<file path="src/rtl/histogram_peak_finder_if.sv">
// Histogram readout/clear bus between the histogram block and its peak finder.
// The peak finder is the master: it requests readouts and clears, and the
// histogram answers with x/y bin beats and a clear acknowledge.
interface histogram_peak_finder_if;
    logic       readHistogram;
    logic       clearHistogram;
    logic [7:0] xHistogramIn;
    logic [7:0] yHistogramIn;
    logic       xValid;
    logic       yValid;
    logic       histogramCleared;

    modport master (
        output readHistogram, clearHistogram,
        input  xHistogramIn, yHistogramIn, xValid, yValid, histogramCleared
    );

    modport slave (
        input  readHistogram, clearHistogram,
        output xHistogramIn, yHistogramIn, xValid, yValid, histogramCleared
    );
endinterface

</file>
<file path="src/rtl/histogram_peak_finder.sv">
// Histogram peak finder: requests a histogram readout, scans the x and y
// projection streams for the per-axis peak and the thresholded extent,
// clears the histogram and publishes registered results with a done pulse.
module histogram_peak_finder #(
    parameter int BINS          = 256,
    parameter int CLEAR_TIMEOUT = 1023
) (
    input  logic                     clk,
    input  logic                     reset,
    input  logic                     start,
    input  logic [7:0]               threshold,
    output logic                     ready,
    output logic                     done,
    output logic                     error,
    histogram_peak_finder_if.master  hist,
    output logic [7:0]               xPeakBin,
    output logic [7:0]               yPeakBin,
    output logic [7:0]               xPeakCount,
    output logic [7:0]               yPeakCount,
    output logic [7:0]               xMin,
    output logic [7:0]               xMax,
    output logic [7:0]               yMin,
    output logic [7:0]               yMax,
    output logic                     boxValid
);
    localparam int          TW      = (CLEAR_TIMEOUT < 2) ? 1 : $clog2(CLEAR_TIMEOUT + 1);
    localparam logic [8:0]  LP_BINS = 9'(BINS);
    localparam logic [TW-1:0] LP_TMO = TW'(CLEAR_TIMEOUT);

    typedef enum logic [2:0] {
        S_IDLE, S_REQ, S_COLLECT, S_CLEAR, S_WAITCLR, S_DONE
    } state_t;

    state_t        r_state;
    logic          r_ready, r_done, r_error, r_read, r_clear;
    logic [7:0]    r_thr;
    logic [TW-1:0] r_tmo;

    // Per-axis running accumulators, valid while collecting.
    logic [8:0]    r_x_cnt, r_y_cnt;
    logic [7:0]    r_x_max, r_y_max, r_x_idx, r_y_idx;
    logic [7:0]    r_x_min, r_x_lst, r_y_min, r_y_lst;
    logic          r_x_fnd, r_y_fnd;

    // Published results, updated only when leaving WAITCLR.
    logic [7:0]    r_xpb, r_xpc, r_ypb, r_ypc, r_xmin, r_xmax, r_ymin, r_ymax;
    logic          r_box;

    logic          w_x_beat, w_y_beat, w_x_hit, w_y_hit, w_cols_done;

    // A beat only counts while its axis still has bins outstanding.
    assign w_x_beat    = hist.xValid && (r_x_cnt != LP_BINS);
    assign w_y_beat    = hist.yValid && (r_y_cnt != LP_BINS);
    assign w_x_hit     = hist.xHistogramIn > r_thr;
    assign w_y_hit     = hist.yHistogramIn > r_thr;
    assign w_cols_done = (r_x_cnt == LP_BINS) && (r_y_cnt == LP_BINS);

    // Control FSM with accumulation and result publication; all outputs registered.
    always_ff @(posedge clk or negedge reset) begin
        if (!reset) begin
            r_state <= S_IDLE;
            r_ready <= 1'b1;
            r_done  <= 1'b0;
            r_error <= 1'b0;
            r_read  <= 1'b0;
            r_clear <= 1'b0;
            r_thr   <= '0;
            r_tmo   <= '0;
            r_x_cnt <= '0;  r_y_cnt <= '0;
            r_x_max <= '0;  r_y_max <= '0;
            r_x_idx <= '0;  r_y_idx <= '0;
            r_x_min <= '0;  r_y_min <= '0;
            r_x_lst <= '0;  r_y_lst <= '0;
            r_x_fnd <= 1'b0; r_y_fnd <= 1'b0;
            r_xpb   <= '0;  r_xpc   <= '0;
            r_ypb   <= '0;  r_ypc   <= '0;
            r_xmin  <= '0;  r_xmax  <= '0;
            r_ymin  <= '0;  r_ymax  <= '0;
            r_box   <= 1'b0;
        end else begin
            r_read  <= 1'b0;
            r_clear <= 1'b0;
            r_done  <= 1'b0;
            case (r_state)
                S_IDLE: begin
                    if (start) begin
                        r_thr   <= threshold;
                        r_error <= 1'b0;
                        r_ready <= 1'b0;
                        r_read  <= 1'b1;
                        r_x_cnt <= '0;  r_y_cnt <= '0;
                        r_x_max <= '0;  r_y_max <= '0;
                        r_x_idx <= '0;  r_y_idx <= '0;
                        r_x_min <= '0;  r_y_min <= '0;
                        r_x_lst <= '0;  r_y_lst <= '0;
                        r_x_fnd <= 1'b0; r_y_fnd <= 1'b0;
                        r_state <= S_REQ;
                    end
                end
                S_REQ: r_state <= S_COLLECT;
                S_COLLECT: begin
                    if (w_x_beat) begin
                        r_x_cnt <= r_x_cnt + 9'd1;
                        // strict compare keeps the lowest index on ties
                        if (hist.xHistogramIn > r_x_max) begin
                            r_x_max <= hist.xHistogramIn;
                            r_x_idx <= r_x_cnt[7:0];
                        end
                        if (w_x_hit) begin
                            if (!r_x_fnd) r_x_min <= r_x_cnt[7:0];
                            r_x_lst <= r_x_cnt[7:0];
                            r_x_fnd <= 1'b1;
                        end
                    end
                    if (w_y_beat) begin
                        r_y_cnt <= r_y_cnt + 9'd1;
                        if (hist.yHistogramIn > r_y_max) begin
                            r_y_max <= hist.yHistogramIn;
                            r_y_idx <= r_y_cnt[7:0];
                        end
                        if (w_y_hit) begin
                            if (!r_y_fnd) r_y_min <= r_y_cnt[7:0];
                            r_y_lst <= r_y_cnt[7:0];
                            r_y_fnd <= 1'b1;
                        end
                    end
                    if (w_cols_done) begin
                        r_clear <= 1'b1;
                        r_state <= S_CLEAR;
                    end
                end
                S_CLEAR: begin
                    r_tmo   <= '0;
                    r_state <= S_WAITCLR;
                end
                S_WAITCLR: begin
                    if (hist.histogramCleared || (r_tmo == LP_TMO)) begin
                        r_error <= !hist.histogramCleared;
                        r_done  <= 1'b1;
                        r_xpb   <= r_x_idx;  r_xpc  <= r_x_max;
                        r_ypb   <= r_y_idx;  r_ypc  <= r_y_max;
                        r_xmin  <= r_x_min;  r_xmax <= r_x_lst;
                        r_ymin  <= r_y_min;  r_ymax <= r_y_lst;
                        r_box   <= r_x_fnd && r_y_fnd;
                        r_state <= S_DONE;
                    end else begin
                        r_tmo <= r_tmo + TW'(1);
                    end
                end
                S_DONE: begin
                    r_ready <= 1'b1;
                    r_state <= S_IDLE;
                end
                default: r_state <= S_IDLE;
            endcase
        end
    end

    assign ready               = r_ready;
    assign done                = r_done;
    assign error               = r_error;
    assign hist.readHistogram  = r_read;
    assign hist.clearHistogram = r_clear;
    assign xPeakBin            = r_xpb;
    assign xPeakCount          = r_xpc;
    assign yPeakBin            = r_ypb;
    assign yPeakCount          = r_ypc;
    assign xMin                = r_xmin;
    assign xMax                = r_xmax;
    assign yMin                = r_ymin;
    assign yMax                = r_ymax;
    assign boxValid            = r_box;
endmodule

</file>
<file path="src/flat_wrapper.sv">
// flat-port wrapper written by rule: the top's interface ports become plain ports
module histogram_peak_finder_flat 
#(
    parameter int BINS          = 256,
    parameter int CLEAR_TIMEOUT = 1023
)
  (clk, reset, start, threshold, ready, done, error, xPeakBin, yPeakBin, xPeakCount, yPeakCount, xMin, xMax, yMin, yMax, boxValid, hist_readHistogram, hist_clearHistogram, hist_xHistogramIn, hist_yHistogramIn, hist_xValid, hist_yValid, hist_histogramCleared);
  histogram_peak_finder_if hist_i ();
  input  logic clk;
  input  logic reset;
  input  logic start;
  input  logic [7:0] threshold;
  output logic ready;
  output logic done;
  output logic error;
  output logic [7:0] xPeakBin;
  output logic [7:0] yPeakBin;
  output logic [7:0] xPeakCount;
  output logic [7:0] yPeakCount;
  output logic [7:0] xMin;
  output logic [7:0] xMax;
  output logic [7:0] yMin;
  output logic [7:0] yMax;
  output logic boxValid;
  output wire logic [$bits(hist_i.readHistogram)-1:0] hist_readHistogram;
  output wire logic [$bits(hist_i.clearHistogram)-1:0] hist_clearHistogram;
  input wire logic [$bits(hist_i.xHistogramIn)-1:0] hist_xHistogramIn;
  input wire logic [$bits(hist_i.yHistogramIn)-1:0] hist_yHistogramIn;
  input wire logic [$bits(hist_i.xValid)-1:0] hist_xValid;
  input wire logic [$bits(hist_i.yValid)-1:0] hist_yValid;
  input wire logic [$bits(hist_i.histogramCleared)-1:0] hist_histogramCleared;
  assign hist_readHistogram = hist_i.readHistogram;
  assign hist_clearHistogram = hist_i.clearHistogram;
  assign hist_i.xHistogramIn = hist_xHistogramIn;
  assign hist_i.yHistogramIn = hist_yHistogramIn;
  assign hist_i.xValid = hist_xValid;
  assign hist_i.yValid = hist_yValid;
  assign hist_i.histogramCleared = hist_histogramCleared;
  histogram_peak_finder #(.BINS(BINS), .CLEAR_TIMEOUT(CLEAR_TIMEOUT)) u_core (.clk(clk), .reset(reset), .start(start), .threshold(threshold), .ready(ready), .done(done), .error(error), .hist(hist_i), .xPeakBin(xPeakBin), .yPeakBin(yPeakBin), .xPeakCount(xPeakCount), .yPeakCount(yPeakCount), .xMin(xMin), .xMax(xMax), .yMin(yMin), .yMax(yMax), .boxValid(boxValid));
endmodule
</file>
<file path="config.mk">
export PLATFORM = sky130hd
export DESIGN_NAME = histogram_peak_finder_flat
export DESIGN_NICKNAME = d
export VERILOG_FILES = /design/src/rtl/histogram_peak_finder_if.sv /design/src/rtl/histogram_peak_finder.sv /design/src/flat_wrapper.sv
export SDC_FILE = /design/constraint.sdc
export NUM_CORES = 1
export LEC_CHECK = 0
export BUFFER_PORTS_ARGS = -buffer_cell sky130_fd_sc_hd__buf_2
export CAP_MARGIN = 15
export CORE_MARGIN = 2
export CORE_UTILIZATION = 60
export CTS_BUF_LIST = sky130_fd_sc_hd__clkbuf_8
export CTS_CLUSTER_SIZE = 16
export DETAILED_ROUTE_END_ITERATION = 7
export GPL_ROUTABILITY_DRIVEN = 0
export PLACE_DENSITY = 0.82
export RECOVER_POWER = 50
export REMOVE_ABC_BUFFERS = 1
export SYNTH_ARGS = -nofsm -noshare
export SYNTH_HDL_FRONTEND = slang
export SYNTH_SLANG_ARGS = --single-unit
export TNS_END_PERCENT = 100
</file>
<file path="constraint.sdc">
create_clock -name clk -period 3.03 [get_ports clk]
set_input_delay 0.303 -clock clk [delete_from_list [all_inputs] [get_ports clk]]
set_output_delay 0.303 -clock clk [all_outputs]
set_load 0.05 [all_outputs]
</file>
* Word-level counts from Yosys, hierarchy flattened *
Index checks and enable logic that the tools add are counted.

word-level totals
  register bits after elaboration = 175
  latch bits = 0
  memory bits (writable) = 0
  bits in read-only memories = 0
  input port bits = 30
  output and inout port bits = 70
  word-level logic and storage cells = 137
  memories = 0

cells by class
  add/sub/neg operators = 3
  $mul = 0
  div/mod/pow operators = 0
  magnitude comparators = 4
  eq/ne operators = 22
  shift operators = 0
  mux-type cells = 54
  bitwise gates (word level) = 0
  reductions and logical operators = 25

operators with widths
  operator                                                                 count
  8-bit 2-to-1 mux                                                         19
  8-bit case mux with 2 select lines                                       8
  9-bit case mux with 2 select lines                                       2
  8-bit greater-than comparator                                            4
  9-bit 2-to-1 mux                                                         3
  10-bit case mux with 2 select lines                                      1
  9-bit by 1-bit adder with 9-bit output, second input constant            2
  9-bit == test, second input constant                                     2
  9-bit inequality test, second input constant                             2
  2-bit by 1-bit inequality test with 1-bit output, second input constant  8
  4-bit AND reduction                                                      4
  3-bit case mux with 5 select lines                                       1
  1-bit 2-to-1 mux                                                         12
  3-bit AND reduction                                                      4
  10-bit by 1-bit adder with 10-bit output, second input constant          1
  10-bit == test, second input constant                                    1
  10-bit 2-to-1 mux                                                        1
  5-bit AND reduction                                                      2
  3-bit 2-to-1 mux                                                         3
  2-bit inequality test, second input constant                             4
  1-bit case mux with 2 select lines                                       4
  2-bit AND reduction                                                      4
  2-bit nonzero test                                                       4
  3-bit by 2-bit == test with 1-bit output, second input constant          2
  other kinds (6)                                                          10

* Logic depth before layout (Yosys ltp) *
Gate-level depths: netlist (run 1).

  word-level depth = 4
  mapped depth = 9
  depth with buffers taken out = 8

* Worst setup path before layout (run 1) *
OpenSTA, ideal clock, no wires.

  path kind = flip-flop to flip-flop
  start point = reg u_core.r_x_cnt[0]
  end point = reg u_core.r_x_idx[4]
  setup time = 0.125 ns
  data arrival time = 2.117 ns
  data required time = 2.905 ns
  slack = 0.788 ns
  cell stages (with the launch flop) = 9
  path buffers = 1
  clock period less this slack = 2.242 ns
  cells stage by stage = dfrtp_1 inv_1 ha_1 or4b_2 o211ai_2 nand2_2 o311ai_4 buf_8 mux2_4

on the way
  cells in the longest elaborated chain, start to end = 4

RTL lines
  element                                                            line                          text
  start: declaration                                                 histogram_peak_finder.sv:40   logic [8:0] r_x_cnt, r_y_cnt;
  start signal: assignment                                           histogram_peak_finder.sv:103  r_x_cnt <= r_x_cnt + 9'd1;
  9-bit inequality test                                              histogram_peak_finder.sv:52   assign w_x_beat = hist.xValid && (r_x_cnt != LP_BINS);
  1-bit logical AND                                                  histogram_peak_finder.sv:52
  2-bit by 1-bit inequality test with 1-bit output (no source line)  -
  4-bit AND reduction (no source line)                               -
  end signal: assignment                                             histogram_peak_finder.sv:107  r_x_idx <= r_x_cnt[7:0];
  end: declaration                                                   histogram_peak_finder.sv:41   logic [7:0] r_x_max, r_y_max, r_x_idx, r_y_idx;

Every way passes these cells.
A chain may end at the register's enable or synchronous reset.

* Worst setup path after layout (run 1) *
  start point = reg u_core.r_y_max[1]
  end point = reg u_core.r_y_max[1]

on the way
  cells in the longest elaborated chain, start to end = 3

RTL lines
  element                                                            line                          text
  start: declaration                                                 histogram_peak_finder.sv:41
  start signal: assignment                                           histogram_peak_finder.sv:118  r_y_max <= hist.yHistogramIn;
  8-bit greater-than comparator                                      histogram_peak_finder.sv:117  if (hist.yHistogramIn > r_y_max) begin
  2-bit by 1-bit inequality test with 1-bit output (no source line)  -
  4-bit AND reduction (no source line)                               -

Every way passes these cells.

==> reports/qor.csv, run 1 <==
metric,value,unit
outcome,finished with violations,
failing checks,"max-capacitance violations, max-slew violations",
IO buf count,99,
post-DP HPWL,11900,microns
share of cells above drive strength 1,23.7,%
Worst Skew,0.0103,ns
Hold Crit Class,in -> reg,
GRT overflow,0,
final setup vio count,0,
setup TNS,0,ns
PwrDens,793,nW/um^2
CTS tree,built,
drt total wl,16500,microns
Setup CP Type,reg -> reg,
largest net degree at the start of global routing,90,
Crit path required time,3.40,ns
Pleak,4.42,nW
antenna violations before repair,0,
design area,8980,sq um
NumNets Final,872,
mean routed wirelength per cell,16.6,microns
die area,14300,sq um
Cells after Synth,705,
setup bufs post-CTS,0,
antenna cells,0,
Post-CTS Hold Buffers,1,
max_cap viols,1,
CTS Sinks,175,
Ys Warns,0,
VDD IR max,0.410,mV
Async SR Flop Fraction,100,%
CORE AREA,13100,sq um
Final min period,2.57,ns
syn avg cell area,11.4,sq um
Die X,120,microns
DR vias,5588,
Worst setup EP type,flip-flop,
"Primary FF master, synth",dfrtp_1,
Total GRT Usage,24.6,%
Die Y,120,microns
Final Max Slew Viols,89,
std cell rows,42,
synth unique cells,51,
Rel. slew slack,-43.7,%
unrepaired setup endpoints after global routing,false,
Area after DPL,8690,sq um
vias in the first global route,5753,
clock buffer depth,2,
Register-to-Register Setup Slack,0.46,ns
Crit Path Max Fanout,16,
Routed Antenna Nets,0,
Hold Fails Final Rpt,0,
# IOs,100,
Syn-to-layout area delta,11.9,%
sequential share of the synthesized area,54.6,%
Worst-Margin Slew,2.15,ns
"Reg clk slew, reported paths",0.09,ns
Final Cycle Share,84.9,%
# fillers,1002,
H-tree depth,4,
Avg Vias per Cell,5.63,
FMAX,389,MHz
dpl ws,0.474,ns
Final WS setup,0.459,ns
#FFs+latches synth,175,
Netlist Area Pre-Place,8030,sq um
Initial Util,61.1,%
clock latency on the worst-skew pair,0.46,ns
Initial DRC Count,447,
DRT Pass-1 Iters,5,
CP startpoint kind,flip-flop,
Post-synth EDFFs,0,
Worst EP arrival,2.94,ns
Root Buffer,clkbuf_8,
CTS buffer count,17,
Resize count post-CTS,0,
drt drc,0,
global-route wire length before repair,27900,microns
[cell usage after synthesis (2+ instances only)]
| cell | n | area, sq um |
|---|---|---|
| mux2_2 | 76 | 856 |
| a21oi_1 | 23 | 115 |
| o211ai_1 | 3 | 22.5 |
| and3_1 | 3 | 18.8 |
| o21ai_2 | 2 | 17.5 |
| xnor2_1 | 9 | 78.8 |
| or4b_2 | 2 | 20.0 |
| a211oi_1 | 2 | 15.0 |
| nand2_1 | 79 | 297 |
| o31ai_1 | 5 | 37.5 |
| and2_1 | 8 | 50.1 |
| buf_6 | 3 | 33.8 |
| or3_1 | 3 | 18.8 |
| o221ai_2 | 2 | 30.0 |
| dfrtp_1 | 174 | 4350 |
| mux2i_1 | 16 | 160 |
| nor4b_1 | 4 | 35.0 |
| nand2b_1 | 2 | 12.5 |
| a22o_1 | 8 | 70.1 |
| xor2_1 | 8 | 70.1 |
| ha_1 | 37 | 463 |
| o21ai_0 | 49 | 245 |
| buf_2 | 5 | 25.0 |
| buf_4 | 5 | 37.5 |
| a21o_1 | 2 | 15.0 |
| clkbuf_1 | 15 | 56.3 |
| nand4_1 | 14 | 87.6 |
| inv_1 | 42 | 158 |
| nor2_1 | 37 | 139 |
| mux2_4 | 4 | 60.1 |
| nor3_1 | 8 | 40.0 |
| nor2b_1 | 4 | 25.0 |
| nand3_1 | 33 | 165 |
[stage by stage]
step | cells | utilization (%) | power (mW) | hold WS (ns)
floorplan | 676 | - | 4.95 | 0.00741
global placement | 961 | 66.2 | 5.60 | 0.407
detailed placement | 961 | 66.2 | 5.75 | 0.429
CTS | 992 | 68.8 | 7.17 | 0.0245
global route | 992 | 68.3 | 7.57 | 0.0379
finish | 992 | 68.3 | 7.12 | 0.0573
[sequential cells by signal, indices dropped and copies added, names as in the netlist, 3 cells and up]
| register | flops |
|---|---|
| u_core.r_y_idx | 8 |
| u_core.r_y_min | 8 |
| u_core.xPeakCount | 8 |
| u_core.r_x_lst | 8 |
| u_core.r_x_max | 8 |
| u_core.yMax | 8 |
| u_core.xMax | 8 |
| u_core.xPeakBin | 8 |
| u_core.r_x_idx | 8 |
| u_core.r_tmo | 10 |
| u_core.xMin | 8 |
| u_core.r_y_max | 8 |
| u_core.r_y_lst | 8 |
| u_core.r_thr | 8 |
| u_core.r_y_cnt | 9 |
| u_core.yMin | 8 |
| u_core.r_x_min | 8 |
| u_core.yPeakBin | 8 |
| u_core.r_x_cnt | 9 |
| u_core.yPeakCount | 8 |
| u_core.r_state | 3 |
[final cells by class]
cell class | count | area [sq um] | share of cell area (%)
Clock buffer | 18 | 248 | 2.76
Clock inverter | 12 | 88.8 | 0.990
Inverter | 44 | 165 | 1.84
Multi-Input combinational cell | 457 | 3330 | 37.0
Sequential cell | 175 | 4380 | 48.8
Tap cell | 176 | 220 | 2.45
Timing Repair Buffer | 110 | 549 | 6.12
[logic make-up (layout without fill, tap and decap cells)]
family / count (synthesis) / count (layout) / synth area share [%]
multiplexers: 96 / 96 / 13.4
AO/OA/AOI/OAI: 104 / 104 / 8.22
flip-flops: 175 / 175 / 54.6
adder cells (fa/ha/maj): 37 / 37 / 5.77
buffers and inverters: 73 / 184 / 4.15
XOR/XNOR: 17 / 17 / 1.86
AND/OR/NAND/NOR: 203 / 203 / 12.0
[path summary, 6_finish.rpt]
check | to | depth (start not counted) | start
max in group asynchronous | u_core.r_x_max[5] | 3 | reset
min in group asynchronous | u_core.yPeakBin[4] | 2 | reset
hold / removal | u_core.r_thr[5] | 3 | threshold[5]
setup / recovery | u_core.r_y_max[1] | 8 | u_core.r_y_max[1]
hold reg to reg | u_core.yPeakBin[1] | 1 | u_core.yPeakBin[1]
setup reg to reg | u_core.r_y_max[1] | 8 | u_core.r_y_max[1]
[layer usage]
metal / up-vias / share of wire (%) / global-route usage, %
met1: 2773 / 44 / 32.5
met4: 0 / 1.4 / 7.65
met2: 139 / 50 / 41.1
met3: 23 / 4.5 / 5.32
met5: - / 0 / 0
li1: 2653 / - / -
[placed cells by master, fill, tap and decap left out, drive strengths merged, types with 2 or more instances in the layout]
cell	instances
nand2b	2
mux2i	16
clkbuf	63
o211ai	4
xor2	8
nand3	33
o21ai	51
nor3	8
ha	37
o221ai	2
buf	64
nor2	37
dfrtp	174
nand2	80
and3	3
a22o	8
or4b	2
clkinv	6
mux2	80
nor3b	2
xnor2	9
a21o	2
nand4	14
a21oi	23
nor4b	4
and2	8
a211oi	2
or3	4
o31ai	5
nor2b	4
inv	47
clkinvlp	3
[where the power goes]
| group | switching, mW | internal [mW] |
|---|---|---|
| Combinational | 1.80 | 0.856 |
| Clock | 0.833 | 0.583 |
| Sequential | 0.313 | 2.73 |
| Total | 2.95 | 4.17 |
[critical path, cell delays in order, from the launching register on]
cell	delay, ns
dfrtp_1	0.40
inv_1	0.06
ha_1	0.28
nor2b_1	0.14
o21a_1	0.16
o21ai_0	0.14
a21oi_1	0.10
o221ai_2	0.90
mux2i_1	0.31
(Power assumes the default switching activity.)
==> inputs of run 2 (changes only) <==
--- a/config.mk
+++ b/config.mk
@@ -8,12 +8,12 @@
 export BUFFER_PORTS_ARGS = -buffer_cell sky130_fd_sc_hd__buf_2
 export CAP_MARGIN = 15
 export CORE_MARGIN = 2
-export CORE_UTILIZATION = 60
+export CORE_UTILIZATION = 54
 export CTS_BUF_LIST = sky130_fd_sc_hd__clkbuf_8
 export CTS_CLUSTER_SIZE = 16
 export DETAILED_ROUTE_END_ITERATION = 7
 export GPL_ROUTABILITY_DRIVEN = 0
-export PLACE_DENSITY = 0.82
+export PLACE_DENSITY = 0.78
 export RECOVER_POWER = 50
 export REMOVE_ABC_BUFFERS = 1
 export SYNTH_ARGS = -nofsm -noshare
==> constraint.sdc (replaced) <==
create_clock -name clk -period 2.3 [get_ports clk]
set_input_delay 0.23 -clock clk [delete_from_list [all_inputs] [get_ports clk]]
set_output_delay 0.23 -clock clk [all_outputs]
set_load 0.05 [all_outputs]
==> run 2 against run 1 <==
Compared with the run above: the run now ends clean; critical path depth unchanged; clock skew rose by 0.0034 ns; register-to-register slack lost 0.39 ns; design area is 5.4% higher; die area increased by 11%; largest cell class unchanged; sequential share of layout area down 2.5 points; largest power group is now combinational logic; global-route usage down 2.1 points; clock power increased by 59%.
==> reports/qor.csv, run 2 (synthesized netlist as in run 1, its figures left out) <==
metric,value,unit
Worst-Margin Slew,1.48,ns
worst hold slack,0.0305,ns
H-tree depth,4,
Crit Path Max Fanout,4,
Die X,126,microns
Worst setup EP type,flip-flop,
Largest register FFs,10,
"Slowest-stage cell, CP",or4b_4,
share of cells above drive strength 1,28.3,%
# fillers,1138,
Initial DRC Count,346,
hold path depth,3,
largest net degree at the start of global routing,59,
NumNets Final,913,
DR vias,5789,
Root Buffer,clkbuf_8,
Initial Util,55.2,%
DRT Pass-1 Iters,5,
Avg Vias per Cell,5.55,
Setup CP Type,reg -> reg,
Rel. slew slack,1.39,%
Pleak,4.72,nW
PwrDens,1080,nW/um^2
# IOs,100,
Final Max Slew Viols,0,
Total GRT Usage,22.6,%
"Reg clk slew, reported paths",0.09,ns
Die Y,126,microns
CORE AREA,14500,sq um
post-DP HPWL,12200,microns
biggest regs,"u_core.r_tmo (10), u_core.r_x_cnt (9), u_core.r_y_cnt (9)",
CTS buffer count,17,
Worst EP arrival,2.58,ns
Final WS setup,0.0658,ns
area of the multi-input gates,3360,sq um
r2r endpoint,u_core.r_x_idx[2],
register area,4380,sq um
unrepaired setup endpoints after global routing,false,
Register-to-Register Setup Slack,0.07,ns
GRT overflow,0,
IO buf count,99,
outcome,completed,
clock buffer depth,2,
Syn-to-layout area delta,17.9,%
drt total wl,17300,microns
most frequent cells in the layout,"dfrtp_1, nand2_1, mux2_2",
CTS tree,built,
Crit path required time,2.65,ns
Reg with most FFs,u_core.r_tmo,
antenna violations before repair,1,
Hold EP,u_core.r_y_max[2],
Worst Skew,0.0138,ns
Crit Reg-Reg Startpoint,u_core.r_x_cnt[1],
"slowest stage delay, CP",0.48,ns
dpl ws,-0.0433,ns
design area,9460,sq um
global-route wire length before repair,28800,microns
Final min period,2.23,ns
VDD IR max,0.507,mV
start point of the worst hold path,hist_yHistogramIn[2],
Routed Antenna Nets,0,
vias in the first global route,5990,
Hold Crit Class,in -> reg,
max_cap viols,0,
Reg2Reg Depth,8,
Hold Fails Final Rpt,0,
clock latency on the worst-skew pair,0.47,ns
Area after DPL,8940,sq um
FMAX,448,MHz
drt drc,0,
final setup vio count,0,
mean routed wirelength per cell,16.6,microns
std cell rows,44,
CTS Sinks,175,
"commonest non-fill, non-tap cell in the layout",dfrtp_1,
crit path cell chain,inv_1 > ha_1 > or4b_4 > o211ai_2 > nand2_2 > o311ai_4 > buf_4 > mux2_2,
CP startpoint kind,flip-flop,
Final Cycle Share,97.1,%
Final Total Pwr,10.2,mW
die area,15900,sq um
post-layout util,65.1,%
[run 2: changes by cell type in the layout (fill, tap and decap cells not counted), sizes merged]
cell	before	now
clkinv	6	4
diode	0	1
o21ai	51	52
clkinvlp	3	2
buf	64	108
clkbuf	63	53
bufinv	0	3
dlygate4sd3	1	8
inv	47	48
[run 2: cell type report]
| class | count | area share, % |
|---|---|---|
| sequential | 175 | 46.3 |
| multi-input combinational | 458 | 35.6 |
| timing repair buffer | 150 | 9.48 |
| clock buffer | 19 | 2.76 |
| tap | 184 | 2.43 |
| inverter | 44 | 1.75 |
| clock inverter | 13 | 1.69 |
| antenna | 1 | 0.0264 |
[run 2: metrics by stage]
stage                     std cells  TNS, ns
after global routing           1044        0
final                          1044        0
after detailed placement        997   -0.280
after floorplan                 676  -150.10
after CTS                      1038        0
after global placement          997        0
[run 2: repair_timing]
action	4_1_cts	5_1_grt
cloned	0	1
hold endpoints to repair	62	0
setup buffers	1	4
pin swaps	1	2
hold buffers	8	0
setup endpoints to repair	19	50
gates resized for setup	2	4
[run 2: critical path: cells and delay by family (launching register included)]
kind	cells	cell delay, ns
buffers and inverters	2	0.28
AND/OR/NAND/NOR	2	0.63
adder cells (fa/ha/maj)	1	0.16
flip-flops	1	0.39
multiplexers	1	0.33
AO/OA/AOI/OAI	2	0.33
[run 2: report_power, final]
part	switching [mW]	internal [mW]	leakage [nW]
logic	2.61	1.42	2.10
registers	0.331	3.60	2.40
clock network	1.12	1.14	0.217
[run 2: how the worst max path moves through the flow]
| stage | from | to | slack [ns] | cells after the start |
|---|---|---|---|---|
| after CTS | u_core.r_x_max[1] | u_core.r_x_idx[2] | 0.02 | 7 |
| after floorplan | u_core.r_tmo[0] | u_core.xMax[0] | -2.10 | 6 |
| after detailed placement | u_core.r_x_cnt[1] | u_core.r_x_min[7] | -0.04 | 8 |
| after global routing | u_core.r_x_cnt[1] | u_core.r_x_idx[3] | 0.02 | 8 |
| after global placement | u_core.r_x_cnt[0] | u_core.r_x_min[7] | 0.07 | 8 |
| final | u_core.r_x_cnt[1] | u_core.r_x_idx[2] | 0.07 | 8 |
[run 2: routing by layer]
metal | routed length, microns | share of wire [%] | vias to the layer above | GRT usage, %
met4 | 393 | 2.3 | 0 | 8.27
li1 | - | - | 2734 | -
met2 | 8510 | 49 | 146 | 36.8
met5 | 0 | 0 | - | 0
met1 | 7720 | 44 | 2879 | 30.0
met3 | 733 | 4.2 | 30 | 4.93
==> inputs of run 3 (changes only) <==
--- a/config.mk
+++ b/config.mk
@@ -5,15 +5,16 @@
 export SDC_FILE = /design/constraint.sdc
 export NUM_CORES = 1
 export LEC_CHECK = 0
+export ABC_AREA = 1
 export BUFFER_PORTS_ARGS = -buffer_cell sky130_fd_sc_hd__buf_2
 export CAP_MARGIN = 15
 export CORE_MARGIN = 2
-export CORE_UTILIZATION = 54
-export CTS_BUF_LIST = sky130_fd_sc_hd__clkbuf_8
+export CORE_UTILIZATION = 55
+export CTS_BUF_LIST = sky130_fd_sc_hd__clkbuf_2 sky130_fd_sc_hd__clkbuf_4 sky130_fd_sc_hd__clkbuf_8
 export CTS_CLUSTER_SIZE = 16
 export DETAILED_ROUTE_END_ITERATION = 7
 export GPL_ROUTABILITY_DRIVEN = 0
-export PLACE_DENSITY = 0.78
+export PLACE_DENSITY = 0.79
 export RECOVER_POWER = 50
 export REMOVE_ABC_BUFFERS = 1
 export SYNTH_ARGS = -nofsm -noshare
==> run 3 against run 2 <==
Compared with the run above: the run now ends with max-capacitance violations, max-slew violations left; flip-flop and latch count stayed put; worst setup slack better by 0.14 ns; fmax is 6.6% higher; final cell count is 26% higher; total power is 1.1% higher; sequential power is 2% higher; die area is 1.3% higher; count of clock-buffer cells in the layout is 2 higher; area after synthesis is 3.2% higher; design area hardly changed; critical path type unchanged; global-route usage is 0.63 points higher; via count is 18% higher.
==> reports/qor.csv, run 3 <==
metric,value,unit
Initial DRC Count,540,
antenna cells,0,
Hold Crit Class,in -> reg,
"slowest stage delay, CP",0.45,ns
Reg with most FFs,u_core.r_tmo,
Synth top area share,52.6,%
CTS tree,built,
"Slowest-stage cell, CP",dfrtp_1,
clock buffer depth,2,
Worst setup EP type,flip-flop,
IO buf count,99,
Total GRT Usage,23.2,%
PwrDens,1090,nW/um^2
Worst Skew,0.0151,ns
Final min period,2.10,ns
largest net degree at the start of global routing,66,
Crit path required time,2.70,ns
# fillers,1312,
synth unique cells,33,
Netlist Area Pre-Place,8280,sq um
syn avg cell area,8.25,sq um
Initial Util,56.5,%
Worst EP arrival,2.49,ns
busiest grt layer,met2,
Post-synth EDFFs,0,
top-count cell post-synth,nand2_1,
Syn-to-layout area delta,14.4,%
NumNets Final,1181,
hold path depth,3,
std cell rows,44,
FMAX,477,MHz
dominant cell type by area after synthesis,dfrtp_1,
Rel. slew slack,-11.7,%
DR vias,6851,
Worst-Margin Slew,1.68,ns
clock latency on the worst-skew pair,0.46,ns
Root Buffer,clkbuf_8,
commonest cells in the netlist,"nand2_1, dfrtp_1, inv_1",
mean routed wirelength per cell,13.6,microns
post-DP HPWL,12700,microns
"commonest non-fill, non-tap cell in the layout",nand2_1,
VDD IR max,0.497,mV
Avg Vias per Cell,5.23,
Final Cycle Share,91.1,%
CTS Sinks,175,
Setup CP Type,reg -> reg,
share of cells above drive strength 1,12.0,%
Pleak,5.07,nW
CP startpoint kind,flip-flop,
die area,16100,sq um
Die Y,127,microns
setup TNS,0,ns
Largest register FFs,10,
Ys Warns,0,
crit path cell chain,ha_1 > nand2_1 > nor3_2 > nand2_1 > o21bai_1 > nand2_2 > inv_2 > buf_12 > nand2_1 > nand2_1,
grt met3 use,4.18,%
Worst path most repeated cell,nand2_1,
biggest regs,"u_core.r_tmo (10), u_core.r_x_cnt (9), u_core.r_y_cnt (9)",
DRT Pass-1 Iters,5,
final setup vio count,0,
Final Total Pwr,10.3,mW
unrepaired setup endpoints after global routing,false,
Routed Antenna Nets,0,
CTS buffer count,17,
failing checks,"max-capacitance violations, max-slew violations",
Hold Fails Final Rpt,0,
Top delay family on crit path,simple AND/OR/NAND/NOR gates,
antenna violations before repair,0,
CORE AREA,14600,sq um
outcome,finished with violations,
Crit path depth,10,
global-route wire length before repair,29900,microns
drt drc,0,
vias in the first global route,6321,
setup bufs post-CTS,0,
max_cap viols,1,
Reg2Reg Depth,10,
Die X,127,microns
Register-to-Register Setup Slack,0.20,ns
# IOs,100,
Cells after Synth,1004,
#FFs+latches synth,175,
most frequent cells in the layout,"nand2_1, dfrtp_1, inv_1",
"Primary FF master, synth",dfrtp_1,
sequential share of the synthesized area,52.9,%
GRT met1 Usage,30.5,%
H-tree depth,4,
"Reg clk slew, reported paths",0.09,ns
Async SR Flop Fraction,100,%
Crit Path Max Fanout,41,
top post-synthesis cells by area,"dfrtp_1, nand2_1, ha_1",
Final Max Slew Viols,64,
drt total wl,17900,microns
GRT overflow,0,
met2 Usage GRT,39.5,%
CP bufs+invs,2,
[run 3: cell types whose count changed after synthesis, moves of 10 or more]
cell,before,now
mux2i_1,16,1
buf_2,5,18
nor2_1,37,50
a21oi_1,23,13
inv_1,42,67
mux2_2,76,0
nand3b_1,0,14
nand3_1,33,63
nand2_1,79,429
[run 3: timing repair]
action,CTS,global route
resized for setup,0,1
hold endpoints to repair,65,0
endpoints found under the setup margin,0,3
hold buffers,5,0
[run 3: cells by family (layout without fill, tap and decap cells)]
| family | count (synthesis) | after routing | share of synthesized area (%) |
|---|---|---|---|
| multiplexers | 1 | 1 | 0.121 |
| AO/OA/AOI/OAI | 77 | 77 | 5.33 |
| AND/OR/NAND/NOR | 599 | 599 | 30.0 |
| buffers and inverters | 106 | 229 | 5.08 |
| flip-flops | 175 | 175 | 52.9 |
| XOR/XNOR | 9 | 9 | 0.952 |
| adder cells (fa/ha/maj) | 37 | 37 | 5.59 |
[run 3: path summary, 6_finish.rpt]
kind,from,to
min in group asynchronous,reset,u_core.xPeakCount[6]
worst max register to register,u_core.r_tmo[0],u_core.yMin[1]
max in group asynchronous,reset,u_core.r_y_idx[2]
worst min-delay path,threshold[0],u_core.r_thr[0]
worst min register to register,u_core.r_x_idx[5],u_core.xPeakBin[5]
worst max-delay path,u_core.r_tmo[0],u_core.yMin[1]
[run 3: report_power, final]
part	internal (mW)	total [mW]	leakage, nW	switching (mW)
Clock	1.03	2.15	0.191	1.12
Sequential	3.67	4.02	2.40	0.353
Combinational	1.10	4.17	2.47	3.07
[run 3: tightest hold or removal path, cell delays in order]
cell	delay, ns
buf_2	0.10
nand2_1	0.06
nand2_1	0.05
[run 3: final cells by class]
type / instances / area [sq um] / area share [%]
inverters: 71 / 267 / 2.81
repair buffers: 126 / 707 / 7.47
flip-flops and latches: 175 / 4380 / 46.3
clock buffers: 21 / 264 / 2.79
well taps: 184 / 230 / 2.43
multi-input cells: 723 / 3490 / 36.8
clock inverters: 11 / 134 / 1.41
[run 3: metal layers]
layer,part of all wire [%],vias up,wire length [microns]
met5,0,-,0
met3,4.5,36,811
met4,1.9,0,348
met1,45,3203,7970
li1,-,3420,-
met2,49,192,8740
[run 3: stage by stage]
stage / instance area [sq um] / setup slack [ns] / hold WS [ns] / instances / utilization, %
floorplan: 8130 / -2.50 / -0.0656 / 969 / -
global placement: 9080 / 0.352 / 0.272 / 1274 / 62.0
detailed placement: 9080 / 0.226 / 0.275 / 1274 / 62.0
CTS: 9530 / 0.182 / 0.00104 / 1311 / 65.1
global route: 9470 / 0.0324 / 0.0120 / 1311 / 64.7
finish: 9470 / 0.204 / 0.0231 / 1311 / 64.7
